`src/rtl/video_timing_gen.sv`:
```
// ---------------------------------------------------------------------------
// video_timing_gen
//   Raster timing generator for the LVDS transmitter, running on DotClock.
//   Horizontal/vertical counters produce active/sync regions. A three-stage
//   pipeline (counters -> pix_req -> registered outputs) keeps every output
//   registered, so outputs are glitch-free at the serializer sampling point.
//
// Optional build macro: VIDEO_TIMING_PATTERN_EN
//   Defined:   an internal 8-bar colour pattern replaces pix_*. pix_req is
//              held low.
//   Undefined: pixels come from the upstream request/1-cycle-latency port.
//
// Ports
//   DotClock     in   pixel clock (only clock)
//   rst_n        in   asynchronous active-low reset
//   enable       in   run request, acted on only at the frame boundary
//   pix_red/green/blue in [7:0]  upstream pixel, valid the cycle after pix_req
//   pix_req      out  request for the next active pixel
//   frame_start  out  one-cycle pulse with the first DataEnable of a frame
//   HSync/VSync  out  sync pulses, active level set by HS_POL/VS_POL
//   DataEnable   out  active-video qualifier
//   Red/Green/Blue out [7:0]  pixel colour, forced to 0 outside DataEnable
// ---------------------------------------------------------------------------
module video_timing_gen #(
  parameter int H_ACTIVE = 1024,
  parameter int H_FP     = 24,
  parameter int H_SYNC   = 136,
  parameter int H_BP     = 160,
  parameter int V_ACTIVE = 768,
  parameter int V_FP     = 3,
  parameter int V_SYNC   = 6,
  parameter int V_BP     = 29,
  parameter bit HS_POL   = 1'b0,
  parameter bit VS_POL   = 1'b0
) (
  input  logic       DotClock,
  input  logic       rst_n,
  input  logic       enable,
  input  logic [7:0] pix_red,
  input  logic [7:0] pix_green,
  input  logic [7:0] pix_blue,
  output logic       pix_req,
  output logic       frame_start,
  output logic       HSync,
  output logic       VSync,
  output logic       DataEnable,
  output logic [7:0] Red,
  output logic [7:0] Green,
  output logic [7:0] Blue
);

  localparam int H_TOTAL = H_ACTIVE + H_FP + H_SYNC + H_BP;
  localparam int V_TOTAL = V_ACTIVE + V_FP + V_SYNC + V_BP;
  localparam int HW = $clog2(H_TOTAL);
  localparam int VW = $clog2(V_TOTAL);

  // Region boundaries as inclusive last values, so a region ending exactly
  // at total-1 never needs a value outside the counter width.
  localparam logic [HW-1:0] H_LAST       = HW'(H_TOTAL - 1);
  localparam logic [HW-1:0] H_ACT_LAST   = HW'(H_ACTIVE - 1);
  localparam logic [HW-1:0] H_SYNC_FIRST = HW'(H_ACTIVE + H_FP);
  localparam logic [HW-1:0] H_SYNC_LAST  = HW'(H_ACTIVE + H_FP + H_SYNC - 1);
  localparam logic [VW-1:0] V_LAST       = VW'(V_TOTAL - 1);
  localparam logic [VW-1:0] V_ACT_LAST   = VW'(V_ACTIVE - 1);
  localparam logic [VW-1:0] V_SYNC_FIRST = VW'(V_ACTIVE + V_FP);
  localparam logic [VW-1:0] V_SYNC_LAST  = VW'(V_ACTIVE + V_FP + V_SYNC - 1);

  typedef enum logic {
    ST_IDLE = 1'b0,
    ST_RUN  = 1'b1
  } state_t;

  state_t          state_reg, state_next;
  logic [HW-1:0]   h_cnt_reg, h_cnt_next;
  logic [VW-1:0]   v_cnt_reg, v_cnt_next;

  // -------------------------------------------------------------------------
  // Run control and raster counters
  // -------------------------------------------------------------------------
  always_ff @(posedge DotClock or negedge rst_n) begin
    if (!rst_n) begin
      state_reg <= ST_IDLE;
      h_cnt_reg <= '0;
      v_cnt_reg <= '0;
    end else begin
      state_reg <= state_next;
      h_cnt_reg <= h_cnt_next;
      v_cnt_reg <= v_cnt_next;
    end
  end

  always_comb begin
    state_next = state_reg;
    h_cnt_next = h_cnt_reg;
    v_cnt_next = v_cnt_reg;
    case (state_reg)
      ST_IDLE: begin
        h_cnt_next = '0;
        v_cnt_next = '0;
        if (enable) begin
          state_next = ST_RUN;
        end
      end
      ST_RUN: begin
        if (h_cnt_reg == H_LAST) begin
          h_cnt_next = '0;
          if (v_cnt_reg == V_LAST) begin
            // Frame end is the only point where enable is honoured, so a
            // frame is never cut short.
            v_cnt_next = '0;
            if (!enable) begin
              state_next = ST_IDLE;
            end
          end else begin
            v_cnt_next = v_cnt_reg + 1'b1;
          end
        end else begin
          h_cnt_next = h_cnt_reg + 1'b1;
        end
      end
      default: begin
        state_next = ST_IDLE;
        h_cnt_next = '0;
        v_cnt_next = '0;
      end
    endcase
  end

  // -------------------------------------------------------------------------
  // Stage 0: region decode. In IDLE the counters sit at 0, which would decode
  // as the first active pixel, so everything is qualified by RUN.
  // -------------------------------------------------------------------------
  logic run_s0, act_s0, hs_s0, vs_s0, first_s0;

  assign run_s0   = (state_reg == ST_RUN);
  assign act_s0   = run_s0 && (h_cnt_reg <= H_ACT_LAST) && (v_cnt_reg <= V_ACT_LAST);
  assign hs_s0    = run_s0 && (h_cnt_reg >= H_SYNC_FIRST) && (h_cnt_reg <= H_SYNC_LAST);
  assign vs_s0    = run_s0 && (v_cnt_reg >= V_SYNC_FIRST) && (v_cnt_reg <= V_SYNC_LAST);
  assign first_s0 = act_s0 && (h_cnt_reg == '0) && (v_cnt_reg == '0);

  // -------------------------------------------------------------------------
  // Stage 1: delayed qualifiers; act_d1_reg doubles as the pixel request.
  // -------------------------------------------------------------------------
  logic act_d1_reg, hs_d1_reg, vs_d1_reg, first_d1_reg;

  always_ff @(posedge DotClock or negedge rst_n) begin
    if (!rst_n) begin
      act_d1_reg   <= 1'b0;
      hs_d1_reg    <= 1'b0;
      vs_d1_reg    <= 1'b0;
      first_d1_reg <= 1'b0;
    end else begin
      act_d1_reg   <= act_s0;
      hs_d1_reg    <= hs_s0;
      vs_d1_reg    <= vs_s0;
      first_d1_reg <= first_s0;
    end
  end

  // Colour source seen by stage 2
  logic [7:0] src_red, src_green, src_blue;

`ifdef VIDEO_TIMING_PATTERN_EN
  // Bar index (h_cnt*8)/H_ACTIVE without a divider: bar_ge[gi] is set once
  // h_cnt reaches the first pixel of bar gi, i.e. ceil(gi*H_ACTIVE/8).
  logic [7:1] bar_ge;
  logic [2:0] bar_idx;
  logic [7:0] pat_red_reg, pat_green_reg, pat_blue_reg;
  logic       unused_pix;

  genvar gi;
  generate
    for (gi = 1; gi < 8; gi++) begin : g_bar
      assign bar_ge[gi] = (h_cnt_reg >= HW'((gi * H_ACTIVE + 7) / 8));
    end
  endgenerate

  always_comb begin
    bar_idx = 3'd0;
    for (int i = 1; i < 8; i++) begin
      if (bar_ge[i]) begin
        bar_idx = 3'(i);
      end
    end
  end

  // Bars white, yellow, cyan, green, magenta, red, blue, black map onto
  // inverted index bits: R = ~idx[1], G = ~idx[2], B = ~idx[0].
  always_ff @(posedge DotClock or negedge rst_n) begin
    if (!rst_n) begin
      pat_red_reg   <= 8'h00;
      pat_green_reg <= 8'h00;
      pat_blue_reg  <= 8'h00;
    end else begin
      pat_red_reg   <= {8{~bar_idx[1]}};
      pat_green_reg <= {8{~bar_idx[2]}};
      pat_blue_reg  <= {8{~bar_idx[0]}};
    end
  end

  assign unused_pix = ^{pix_red, pix_green, pix_blue};
  assign src_red    = pat_red_reg;
  assign src_green  = pat_green_reg;
  assign src_blue   = pat_blue_reg;
  assign pix_req    = 1'b0;
`else
  assign src_red    = pix_red;
  assign src_green  = pix_green;
  assign src_blue   = pix_blue;
  assign pix_req    = act_d1_reg;
`endif

  // -------------------------------------------------------------------------
  // Stage 2: registered outputs
  // -------------------------------------------------------------------------
  always_ff @(posedge DotClock or negedge rst_n) begin
    if (!rst_n) begin
      DataEnable  <= 1'b0;
      frame_start <= 1'b0;
      HSync       <= ~HS_POL;
      VSync       <= ~VS_POL;
      Red         <= 8'h00;
      Green       <= 8'h00;
      Blue        <= 8'h00;
    end else begin
      DataEnable  <= act_d1_reg;
      frame_start <= first_d1_reg;
      HSync       <= hs_d1_reg ? HS_POL : ~HS_POL;
      VSync       <= vs_d1_reg ? VS_POL : ~VS_POL;
      Red         <= act_d1_reg ? src_red   : 8'h00;
      Green       <= act_d1_reg ? src_green : 8'h00;
      Blue        <= act_d1_reg ? src_blue  : 8'h00;
    end
  end

endmodule

```
`config.mk`:
```
export PLATFORM = sky130hd
export DESIGN_NAME = video_timing_gen
export DESIGN_NICKNAME = d
export VERILOG_FILES = /design/src/rtl/video_timing_gen.sv
export SDC_FILE = /design/constraint.sdc
export NUM_CORES = 1
export LEC_CHECK = 0
export CAP_MARGIN = 20
export CORE_MARGIN = 3
export CORE_UTILIZATION = 35
export DETAILED_ROUTE_END_ITERATION = 8
export PLACE_DENSITY = 0.64
export SETUP_SLACK_MARGIN = 0.15
export SYNTH_ARGS = -nofsm -noshare
export SYNTH_HDL_FRONTEND = slang
export SYNTH_SLANG_ARGS = --single-unit
```
`constraint.sdc`:
```
create_clock -name DotClock -period 4 [get_ports DotClock]
set_input_delay 0.8 -clock DotClock [delete_from_list [all_inputs] [get_ports DotClock]]
set_output_delay 0.8 -clock DotClock [all_outputs]
set_load 0.05 [all_outputs]
```
==> run_results.csv <==
group,metric,value,unit
run_status,status,"completed",
final_layout,drive_above_1_share,5.79,%
final_layout,layout_commonest_cell,"clkdlybuf4s50_1",
synthesis,yosysSeqAreaShare,58.3,%
global_route,gr-usage-met2,18.9,%
synthesis,syn_avg_cell_area,11.4,um2
floorplan,row_count,29,
cts,cts-root-buf,"clkbuf_8",
placed_design,gp_congestion,0.818,
floorplan,dieArea,0.00765,mm2
sta,slew-limit-headroom,60.2,%
power_and_ir_drop,power_density,326,mW/mm2
cts,cts_resized,0,
route,num_vias,1644,
route,drt_pass1_iterations,4,
synthesis,synth_ff_type,"dfrtp_1",
final_layout,multi_input_area,878,um2
sta,finalHoldViolCount,0,
sta,fmax,0.368,GHz
synthesis,netlist_area,0.00232,mm2
cts,clk-insertion-delay-late,0.31,ns
global_route,grt_antenna_before_repair,0,
global_route,grt_pass1_wl,7.65,mm
global_route,top_usage_layer,"met2",
synthesis,synth-edff-count,0,
final_layout,nets,291,
final_layout,num-fill-cells,612,
floorplan,die_w,87.5,um
route,drc,0,
synthesis,synth_fp_nets,236,
global_route,use_met1,18.2,%
final_layout,regArea,0.00135,mm2
final_layout,largest_register_ffs,11,
job,maxCapViolCount,0,
setup_path,path_cells,"clkdlybuf4s50_1",
cts,cts.path.max_buffers,2,
sta,worst_slew_pin_slew,0.598,ns
floorplan,io_pins,56,
sta,skew,0.00635,ns
sta,fin_crit,2.71,ns
synthesis,yosysUniqueCellTypes,41,
synthesis,async_reset_ff_share,100,%
sta,rsz0062_at_grt,"no",
hold_path,hp-class,"register to register",
global_route,grt_max_degree,30,
cts,htree_num_levels,2,
setup_path,crit_arrival,1.91,ns
route,drt_iter0_drc,70,
sta,final.period_utilization,67.9,%
setup_path,cp_num_buf_inv,1,
sta,finalSetupViolations,0,
floorplan,core_region_area,0.00639,mm2
cts,tritoncts,"yes",
global_route,grt_usage,12.9,%
route,viasPerCell,4.89,
setup_path,cp_slowest_cell,"clkdlybuf4s50_1",
setup_path,criticalPathCategory,"register to output port",
global_route,grt_pass1_vias,1547,
cts,cts.sinks,54,
floorplan,die_h,87.5,um
placed_design,port_buffers,55,
route,detail_route.wl_per_cell,13.6,um
setup_path,crit_required,3.20,ns
global_route,grt-ovfl-total,0,
cts,ctsHoldBuffers,0,
sta,setup_tns,0,ns
synthesis,netlist_instances,204,
route,drtAntennaViolNets,0,
final_layout,antennaDiodeCount,0,
setup_path,critical_path_peak_fanout,26,
setup_path,startpoint_type,"register",
synthesis,ys_warn_count,0,
floorplan,start_util,36.4,%
placed_design,dpl.hpwl,3.31,mm
sta,drv_slew,0,
power_and_ir_drop,power.total,0.977,mW
power_and_ir_drop,peakVddDrop,156,uV
setup_path,critPathTopFamily,"buffers and inverters",
setup_path,worst_path_largest_cell_delay,0.91,ns
final_layout,syn2layout_area_growth,29.1,%
cts,clk_pin_slew,0.10,ns
placed_design,dp_slack,1.58,ns
global_route,use_met3,3.41,%
synthesis,synth.ff_latch_count,54,
cts,cts_buffers,5,
power_and_ir_drop,power.leakage,1.24,nW
setup_path,end_kind,"output port",
route,finalWirelength,4.57,mm
sta,setup_ws,1.29,ns
final_layout,mostFrequentLayoutCells,"clkdlybuf4s50_1, dfrtp_1, and2_1",
cts,postCtsSetupBuffers,0,
synth_stat cells, types with 2 or more instances:
cell type | n | area (um2)
dfstp_2 | 2 | 52.6
xnor2_1 | 6 | 52.6
and4b_1 | 3 | 30.0
nand3_1 | 5 | 25.0
and2_1 | 27 | 169
o21ai_0 | 7 | 35.0
buf_6 | 3 | 33.8
ha_1 | 5 | 62.6
nor4_1 | 3 | 18.8
buf_2 | 3 | 15.0
nor3_1 | 6 | 30.0
nand2_1 | 12 | 45.0
clkbuf_1 | 2 | 7.51
nand4_1 | 5 | 31.3
nor2_1 | 15 | 56.3
inv_1 | 9 | 33.8
o2bb2ai_1 | 2 | 17.5
nand2b_1 | 2 | 12.5
o21ai_1 | 4 | 20.0
a2111oi_0 | 2 | 17.5
a21o_1 | 2 | 15.0
o31ai_4 | 2 | 42.5
xor2_1 | 5 | 43.8
dfrtp_1 | 52 | 1300
and3_1 | 4 | 25.0
cell type report:
| cell class | count | area share [%] |
|---|---|---|
| clock buffer | 5 | 2.30 |
| clock inverter | 2 | 0.459 |
| inverter | 9 | 1.13 |
| multi-input combinational | 133 | 29.3 |
| sequential | 54 | 45.2 |
| tap | 77 | 3.21 |
| timing repair buffer | 56 | 18.4 |
where the power goes:
group	internal (mW)	switching, mW
clock	0.121	0.180
combinational	0.0485	0.0656
sequential	0.558	0.00314
final timing paths:
| path | startpoint | endpoint | slack (ns) | depth (start not counted) |
|---|---|---|---|---|
| worst min register to register | vs_d1_reg | VSync | 0.36 | 1 |
| worst min-delay path | vs_d1_reg | VSync | 0.36 | 1 |
| min in group asynchronous | rst_n | h_cnt_reg[5] | 0.49 | 1 |
| worst max register to register | h_cnt_reg[0] | v_cnt_reg[4] | 2.15 | 5 |
| max in group asynchronous | rst_n | VSync | 2.68 | 2 |
| worst max-delay path | pix_req | pix_req | 1.29 | 1 |
through the flow:
stage	utilization, %	instance area [um2]	hold WS (ns)	std cells
after CTS	46.9	3000	0.357	336
after detailed placement	45.7	2920	0.335	329
after global routing	46.9	3000	0.371	336
final	46.9	3000	0.356	336
after floorplan	-	2320	0.331	204
after global placement	45.7	2920	0.334	329
layer usage:
metal  wire length, um  part of all wire, %
met1              2120                   46
met2              2160                   47
met3               216                  4.7
met4                77                  1.7
met5                 0                    0
kinds of logic (layout without fill, tap and decap cells):
logic type               after synthesis  count (layout)  share of synthesized area (%)
AND/OR/NAND/NOR                       91              91                           22.2
flip-flops                            54              54                           58.3
AO/OA/AOI/OAI                         26              26                           8.78
buffers and inverters                 17              72                           3.88
XOR/XNOR                              11              11                           4.15
adder cells (fa/ha/maj)                5               5                           2.69
Note: power is estimated with default switching activity, not from simulation.
